--- src/rtl/mult_pkg.sv ---
// Shared types and widths for the multiple-detector sweep sequencer.
package mult_pkg;

  localparam int unsigned OP_W  = 4;
  localparam int unsigned CNT_W = 5;

  typedef enum logic [1:0] {
    IDLE   = 2'd0,
    SWEEP  = 2'd1,
    FINISH = 2'd2
  } state_t;

endpackage

--- src/rtl/mult_dwell_timer.sv ---
// Dwell counter: clears on request, counts while enabled, flags DWELL-1.
module mult_dwell_timer #(
  parameter int unsigned DWELL = 4,
  parameter int unsigned DW_W  = 24
) (
  input  logic clk,
  input  logic rst_n,
  input  logic i_clr,
  input  logic i_en,
  output logic o_tc
);

  localparam logic [DW_W-1:0] TC_VAL = DW_W'(DWELL - 1);

  logic [DW_W-1:0] r_cnt;

  always_ff @(posedge clk or negedge rst_n) begin
    if (!rst_n) begin
      r_cnt <= '0;
    end else if (i_clr) begin
      r_cnt <= '0;
    end else if (i_en) begin
      r_cnt <= r_cnt + DW_W'(1);
    end
  end

  assign o_tc = (r_cnt == TC_VAL);

endmodule

--- src/rtl/mult_sweep_ctrl.sv ---
// Sweeps the detector operand lo..hi (mod 16), holding each for DWELL cycles,
// and counts how many operands raised each detector flag.
module mult_sweep_ctrl
  import mult_pkg::*;
#(
  parameter int unsigned DWELL = 4,
  parameter int unsigned DW_W  = 24
) (
  input  logic             clk,
  input  logic             rst_n,
  input  logic             start,
  input  logic [OP_W-1:0]  lo,
  input  logic [OP_W-1:0]  hi,
  input  logic             m3_flag,
  input  logic             m2_flag,
  output logic [OP_W-1:0]  op_a,
  output logic             busy,
  output logic             done,
  output logic [CNT_W-1:0] cnt3,
  output logic [CNT_W-1:0] cnt2
);

  state_t r_state, w_next;

  logic [OP_W-1:0]  r_op;
  logic [OP_W-1:0]  r_hi;
  logic [CNT_W-1:0] r_cnt3;
  logic [CNT_W-1:0] r_cnt2;

  logic w_accept;
  logic w_sweep;
  logic w_tc;
  logic w_sample;
  logic w_last;

  assign w_accept = (r_state == IDLE) && start;
  assign w_sweep  = (r_state == SWEEP);
  assign w_sample = w_sweep && w_tc;
  assign w_last   = w_sample && (r_op == r_hi);

  // Counter clear on the last sample is harmless: it is reloaded on the next start.
  mult_dwell_timer #(
    .DWELL (DWELL),
    .DW_W  (DW_W)
  ) u_timer (
    .clk   (clk),
    .rst_n (rst_n),
    .i_clr (w_accept || w_sample),
    .i_en  (w_sweep),
    .o_tc  (w_tc)
  );

  always_ff @(posedge clk or negedge rst_n) begin
    if (!rst_n) begin
      r_state <= IDLE;
    end else begin
      r_state <= w_next;
    end
  end

  always_comb begin
    w_next = r_state;
    case (r_state)
      IDLE:    if (start)  w_next = SWEEP;
      SWEEP:   if (w_last) w_next = FINISH;
      FINISH:  w_next = IDLE;
      default: w_next = IDLE;
    endcase
  end

  always_ff @(posedge clk or negedge rst_n) begin
    if (!rst_n) begin
      r_op   <= '0;
      r_hi   <= '0;
      r_cnt3 <= '0;
      r_cnt2 <= '0;
    end else if (w_accept) begin
      r_op   <= lo;
      r_hi   <= hi;
      r_cnt3 <= '0;
      r_cnt2 <= '0;
    end else if (w_sample) begin
      r_cnt3 <= r_cnt3 + CNT_W'(m3_flag);
      r_cnt2 <= r_cnt2 + CNT_W'(m2_flag);
      if (!w_last) begin
        r_op <= r_op + OP_W'(1);
      end
    end
  end

  assign op_a = r_op;
  assign busy = w_sweep;
  assign done = (r_state == FINISH);
  assign cnt3 = r_cnt3;
  assign cnt2 = r_cnt2;

endmodule

--- config.mk ---
export PLATFORM = sky130hd
export DESIGN_NAME = mult_sweep_ctrl
export DESIGN_NICKNAME = d
export VERILOG_FILES = /design/src/rtl/mult_pkg.sv /design/src/rtl/mult_dwell_timer.sv /design/src/rtl/mult_sweep_ctrl.sv
export SDC_FILE = /design/constraint.sdc
export NUM_CORES = 1
export LEC_CHECK = 0
export CAP_MARGIN = 0
export CORE_ASPECT_RATIO = 1.5
export CORE_UTILIZATION = 30
export DETAILED_ROUTE_END_ITERATION = 8
export PLACE_DENSITY = 0.5
export SLEW_MARGIN = 20
export SYNTH_ARGS = -nofsm -noshare
export SYNTH_HDL_FRONTEND = slang
export SYNTH_SLANG_ARGS = --single-unit
--- constraint.sdc ---
create_clock -name clk -period 2.2 [get_ports clk]
set_input_delay 0.44 -clock clk [delete_from_list [all_inputs] [get_ports clk]]
set_output_delay 0.44 -clock clk [all_outputs]
set_load 0.1 [all_outputs]
==> results of run 1 <==
## cells in the final DEF, fill, tap and decap left out, types with 6 or more instances in the layout
cell type        netlist  routed
inv_1                  6       6
nor3_1                 6       6
clkdlybuf4s50_1        0      11
nor2_1                38      38
xor2_1                16      16
o21ai_1                7       7
buf_4                  2      23
nand3_1                9       9
xnor2_1               19      19
nand4_1               11      11
nand2_1               27      27
ha_1                   6       6
dfrtp_1               44      44
## worst max-delay path: cells and delay by family, from the launching register on
| kind | cells | cell delay [ns] |
|---|---|---|
| simple gates | 3 | 0.78 |
| flops | 1 | 0.45 |
| buf+inv | 1 | 0.23 |
| mux | 1 | 0.21 |
| compound gates | 1 | 0.07 |
## registers in the layout, summed over array words and instances (netlist names)
name / flops
cnt3: 5
cnt2: 5
u_timer.r_cnt: 24
r_hi: 4
op_a: 4
r_state: 2
## final timing paths
check,to,cells past startpoint,slack (ns),start
min,u_timer.r_cnt[13],1,0.12,rst_n
min in group clk,r_hi[3],2,0.50,r_hi[3]
max reg2reg,op_a[1],6,0.36,u_timer.r_cnt[8]
max in group asynchronous,u_timer.r_cnt[23],2,1.57,rst_n
min reg2reg,r_hi[3],2,0.50,r_hi[3]
max,op_a[1],6,0.36,u_timer.r_cnt[8]
## layer usage
layer,track usage (%),routed length (microns),vias to the layer above
met5,0,0,-
met3,2.77,120,6
li1,-,-,874
met1,16.6,2180,861
met2,26.5,2710,23
met4,4.95,82,0
## layout make-up
cell class | instances | area [sq um]
fillers | 771 | 4480
clock buffers | 5 | 68.8
repair buffers | 38 | 348
flip-flops and latches | 44 | 1100
well taps | 100 | 125
inverters | 6 | 22.5
clock inverters | 3 | 42.5
multi-input cells | 178 | 1130
## per-stage QoR
stage	hold slack, ns	setup slack (ns)	util, %	area, sq um
floorplan	0.144	0.0334	-	2300
global placement	0.454	0.349	37.3	2730
detailed placement	0.458	0.334	37.3	2730
CTS	0.133	0.330	38.8	2840
global route	0.150	0.234	38.8	2840
finish	0.120	0.364	38.8	2840
## Yosys cell counts, drive strengths merged
library cell,count
dfrtp,44
nor2,38
nand2,27
xnor2,19
xor2,16
nand4,11
nor4,11
nand3,9
o21ai,8
nor3,7
ha,6
inv,6
and3,5
buf,5
a21oi,4
and2,4
mux2i,4
clkbuf,3
and4,2
nor2b,2
nand4b,1
nor3b,1
nor4b,1
or3,1
or3b,1
## logic make-up (layout without fill, tap and decap cells)
logic type / count (synthesis) / after routing / synth area share, %
adders and majority gates: 6 / 6 / 3.27
muxes: 4 / 4 / 1.74
DFF: 44 / 44 / 47.9
buffers and inverters: 14 / 52 / 2.78
AOI/OAI and AO/OA: 12 / 12 / 2.61
xor gates and xnor gates: 35 / 35 / 13.3
and+or+nand+nor: 121 / 121 / 28.3
## power by group through the flow
stage	Combinational (uW)	Sequential [uW]	Clock, uW
3_3_place_gp	1730	1180	0
4_1_cts	1740	1170	653
5_1_grt	1860	1200	683
3_5_place_dp	1740	1190	0
6_report	1710	1170	629
2_1_floorplan	744	1670	0
==> results.txt, run 1 <==
pin count of the biggest net entering global routing: 25
Final HPWL DP: 3650 microns
outcome: complete, no violations
initial antenna violation count: 0
RSZ-0062 raised after global routing: false
CTS tree: built
first drt pass iteration count: 4
Slew HR: 64.1%
total clock sinks: 44
Max Cap Viol: 0
area leader, netlist: dfrtp_1
Clock Pin Slew Worst Setup and Hold Paths: 0.09 ns
Rows: 38
post-synthesis sequential area ratio: 47.9%
Crit Path Class: flip-flop to flip-flop
Slew @ Worst Pin: 0.539 ns
final setup fails: 0
Mapped Area: 2300 sq um
syn nets: 255
synthesized flop and latch total: 44
unique cell type count in the Yosys netlist: 30
Synth Area per Inst: 9.73 sq um
critical path data arrival time: 2.03 ns
min cycle time layout: 1.84 ns
non-filler cells, final: 374
Core Footprint: 7320 sq um
share of the synthesized area in the top cell type: 47.9%
root buffer cell: clkbuf_8
Ports: 29
DRT antenna net count: 0
CP Cell Sequence: nor4_1 > nand4_1 > buf_4 > nor3_2 > mux2i_1 > a21oi_1
Starting Density: 31.4%
Remaining Overflow, GRT: 0
cell count after synthesis: 236
final-report max-slew violation count: 0
Clk pwr share: 17.9%
Final nets: 292
setup tns final: 0 ns
CP Max Fanout: 13
max incr delay on CP: 0.45 ns
crit path capture type: flip-flop
hold_buf cts: 0
Post-CTS Setup Repair Bufs: 0
fraction of layout cells with a size suffix above 1: 16.1%
All-Layer GR Usage: 14.5%
Resize count post-CTS: 0
Final Hold Viols: 0
f_max: 545 MHz
combinational fraction of design power: 48.8%
Critical Path RT: 2.39 ns
CTS Buf Count: 5
DIE HEIGHT: 109 microns
sequential group share of total power: 33.3%
maximum vdd drop: 0.000478 V
Wirelength per Cell: 13.6 microns
Layout area overhead: 23.6%
Slowest-stage cell, CP: dfrtp_1
Die Area: 8020 sq um
Clock Latency Late Sink: 0.31 ns
internal power: 1840 uW
# diodes: 0
Final Wtd Congestion: 0.762
Post-Route WL: 5090 microns
CTS max path bufs: 2
Final period util: 83.5%
H-tree level count: 2
LEAKAGE: 0.00124 uW
Switching Share: 47.5%
vias in the first global route: 1,850
Synth area leaders: dfrtp_1 (48%), xnor2_1 (7.2%), nor2_1 (6.2%), xor2_1 (6.1%), nand2_1 (4.4%)
total power: 3510 uW
# placed instances: 366
switching power: 1660 uW
global-route wire length before repair: 8860 microns
Via Count: 1,764
Initial DRC Count: 50
startpoint types: flip-flop
Die X: 73.5 microns
vias per inst: 4.72
Yosys warning count: 0
worst hold path class: primary input to asynchronous set/reset pin
PortBufs: 28
DRC: 0
Final Skew: 0.0154 ns
pwr/cell area: 1230 nW/um^2
(Power assumes the default switching activity.)
==> run 2: changes to the inputs <==
PLACE_DENSITY = 0.52   (was 0.5)
clock period = 1.6 ns   (was 2.2 ns; I/O delays follow)
==> run 2 against run 1 <==
  * The flow now finishes with violations (negative setup slack)
  * Register-to-register slack got worse by 0.47 ns
  * Clock power grew 10%
  * Sequential cell count stayed put
  * Worst setup slack got worse by 0.47 ns
  * Final cell count grew 12%
  * Sequential share of layout area fell by 6.7 points
  * Highest routed layer unchanged
==> results.txt, run 2 (same netlist as run 1, synthesis figures left out) <==
Clock Latency Late Sink: 0.30 ns (about the same)
Starting Density: 31.4% (unchanged)
Critical Path Sink: op_a[3]
root buffer cell: clkbuf_8
vias per inst: 4.65 (-1.3%)
Slew @ Worst Pin: 0.302 ns (-0.237 ns)
DRC: 0 (unchanged)
RR Endpoint: op_a[3]
Rows: 38 (unchanged)
Post-Route WL: 5480 microns (+7.6%)
pwr/cell area: 1580 nW/um^2 (+28%)
total clock sinks: 44 (unchanged)
PortBufs: 28 (unchanged)
# placed instances: 407 (+11%)
Crit Path Class: flip-flop to flip-flop
DRT antenna net count: 0 (unchanged)
CTS Buf Count: 5 (unchanged)
Die Area: 8020 sq um (unchanged)
commonest cells after routing, fill and taps aside: buf_4 (45), nor2_1 (38), dfrtp_1 (33)
Crit. Startpoint: u_timer.r_cnt[21]
vias in the first global route: 1,966 (+6.3%)
Final nets: 336 (+15%)
Final HPWL DP: 3950 microns (+8.3%)
fraction of layout cells with a size suffix above 1: 34.0% (+18 points)
Clock Pin Slew Worst Setup and Hold Paths: 0.09 ns (about the same)
Final period util: 107% (+23 points)
Critical R2R Launch: u_timer.r_cnt[21]
H-tree level count: 2 (unchanged)
FF-to-FF setup slack: -0.11 ns (-0.47 ns)
Remaining Overflow, GRT: 0 (unchanged)
Post-Place Setup Slack: -0.264 ns (-0.597 ns)
Critical Path RT: 1.78 ns (-0.61 ns)
min cycle time layout: 1.71 ns (-0.127 ns)
violated checks: negative setup slack
Final Wtd Congestion: 0.801 (+5.1%)
Slew HR: 79.8% (+16 points)
outcome: complete, but fails checks
Final Cell Area: 3500 sq um (+23%)
# diodes: 0 (unchanged)
RSZ-0062 raised after global routing: true
f_max: 585 MHz (+7.4%)
worst reg2reg path depth: 8 (+2)
critical path data arrival time: 1.89 ns (-0.14 ns)
All-Layer GR Usage: 15.1% (+0.60 points)
pin count of the biggest net entering global routing: 45 (+80%)
final setup fails: 38 (+38)
global-route wire length before repair: 9250 microns (+4.4%)
Core Footprint: 7320 sq um (unchanged)
first drt pass iteration count: 4 (unchanged)
startpoint types: flip-flop
most common cell after layout, fill and taps aside: buf_4
worst hold path class: flip-flop to flip-flop
LEAKAGE: 0.00155 uW (+25%)
Final Hold Viols: 0 (unchanged)
Final Skew: 0.00959 ns (-0.00582 ns)
DIE HEIGHT: 109 microns (unchanged)
non-filler cells, final: 418 (+12%)
register name with the most flops: u_timer.r_cnt
CTS max path bufs: 2 (unchanged)
fillers: 723 (-6.2%)
Via Count: 1,945 (+10%)
Die X: 73.5 microns (unchanged)
Initial DRC Count: 60 (+20%)
Max Cap Viol: 0 (unchanged)
CP Max Fanout: 13 (unchanged)
maximum vdd drop: 0.000741 V (+55%)
placed inst area: 3310 sq um (+21%)
Final WS setup: -0.109 ns (-0.473 ns)
Layout area overhead: 52.6%
Wirelength per Cell: 13.1 microns (-3.7%)
CTS tree: built
initial antenna violation count: 0 (unchanged)
crit path capture type: flip-flop
max reg flops: 24 (unchanged)
final-report max-slew violation count: 0 (unchanged)
Ports: 29 (unchanged)
## run 2: power breakdown
| group | internal (uW) | switching, uW | total [uW] |
|---|---|---|---|
| Combinational | 1330 | 1890 | 3220 |
| Sequential | 1380 | 229 | 1610 |
| Clock | 307 | 384 | 692 |
| Total | 3030 | 2500 | 5520 |
## run 2: final cells by class
class / instances / area [sq um] / area share [%]
clock buffer: 7 / 76.3 / 2.18
multi-input combinational: 178 / 1250 / 35.7
tap: 100 / 125 / 3.57
timing repair buffer: 82 / 900 / 25.7
clock inverter: 1 / 5.00 / 0.143
sequential: 44 / 1120 / 32.1
inverter: 6 / 22.5 / 0.643
## run 2: per-layer routing
metal	vias up	share of wire (%)	GRT usage, %	wire [microns]
li1	966	-	-	-
met1	947	40	16.7	2210
met2	27	56	28.6	3080
met3	5	2.3	2.59	128
met4	0	1.0	4.95	56
met5	-	0	0	0
## run 2: repair_timing
| item | in CTS | in global routing |
|---|---|---|
| endpoints found under the setup margin | 41 | 41 |
| buffers inserted | 2 | 0 |
| hold buffers | 1 | 0 |
| endpoints found under the hold margin | 12 | 0 |
| resized for setup | 14 | 3 |
## run 2: worst min path at each step
stage / from / end / slack [ns] / cells after the start
detailed placement: rst_n / cnt2[4] / 0.32 / 2
global route: r_hi[1] / r_hi[1] / 0.53 / 2
floorplan: rst_n / cnt2[1] / 0.02 / 0
global placement: rst_n / cnt2[3] / 0.32 / 2
CTS: r_hi[1] / r_hi[1] / 0.51 / 2
finish: r_hi[1] / r_hi[1] / 0.50 / 2
## run 2: critical path: stages, from the launching register on
cell and delay, ns:
dfrtp_1 0.40, nor4_2 0.27, buf_4 0.14, nand4_1 0.10, buf_6 0.18, buf_4 0.15
nor4_4 0.14, xnor2_1 0.14, o21ai_1 0.07
## run 2: through the flow
stage	setup TNS [ns]	hold WS (ns)	utilization, %	power, uW
after floorplan	-1.91	0.0244	-	3530
after global placement	-9.82	0.324	45.2	4700
after detailed placement	-8.56	0.323	45.2	4720
after CTS	-2.34	0.510	47.7	5600
after global routing	-6.49	0.531	47.9	5850
final	-1.89	0.504	47.9	5520
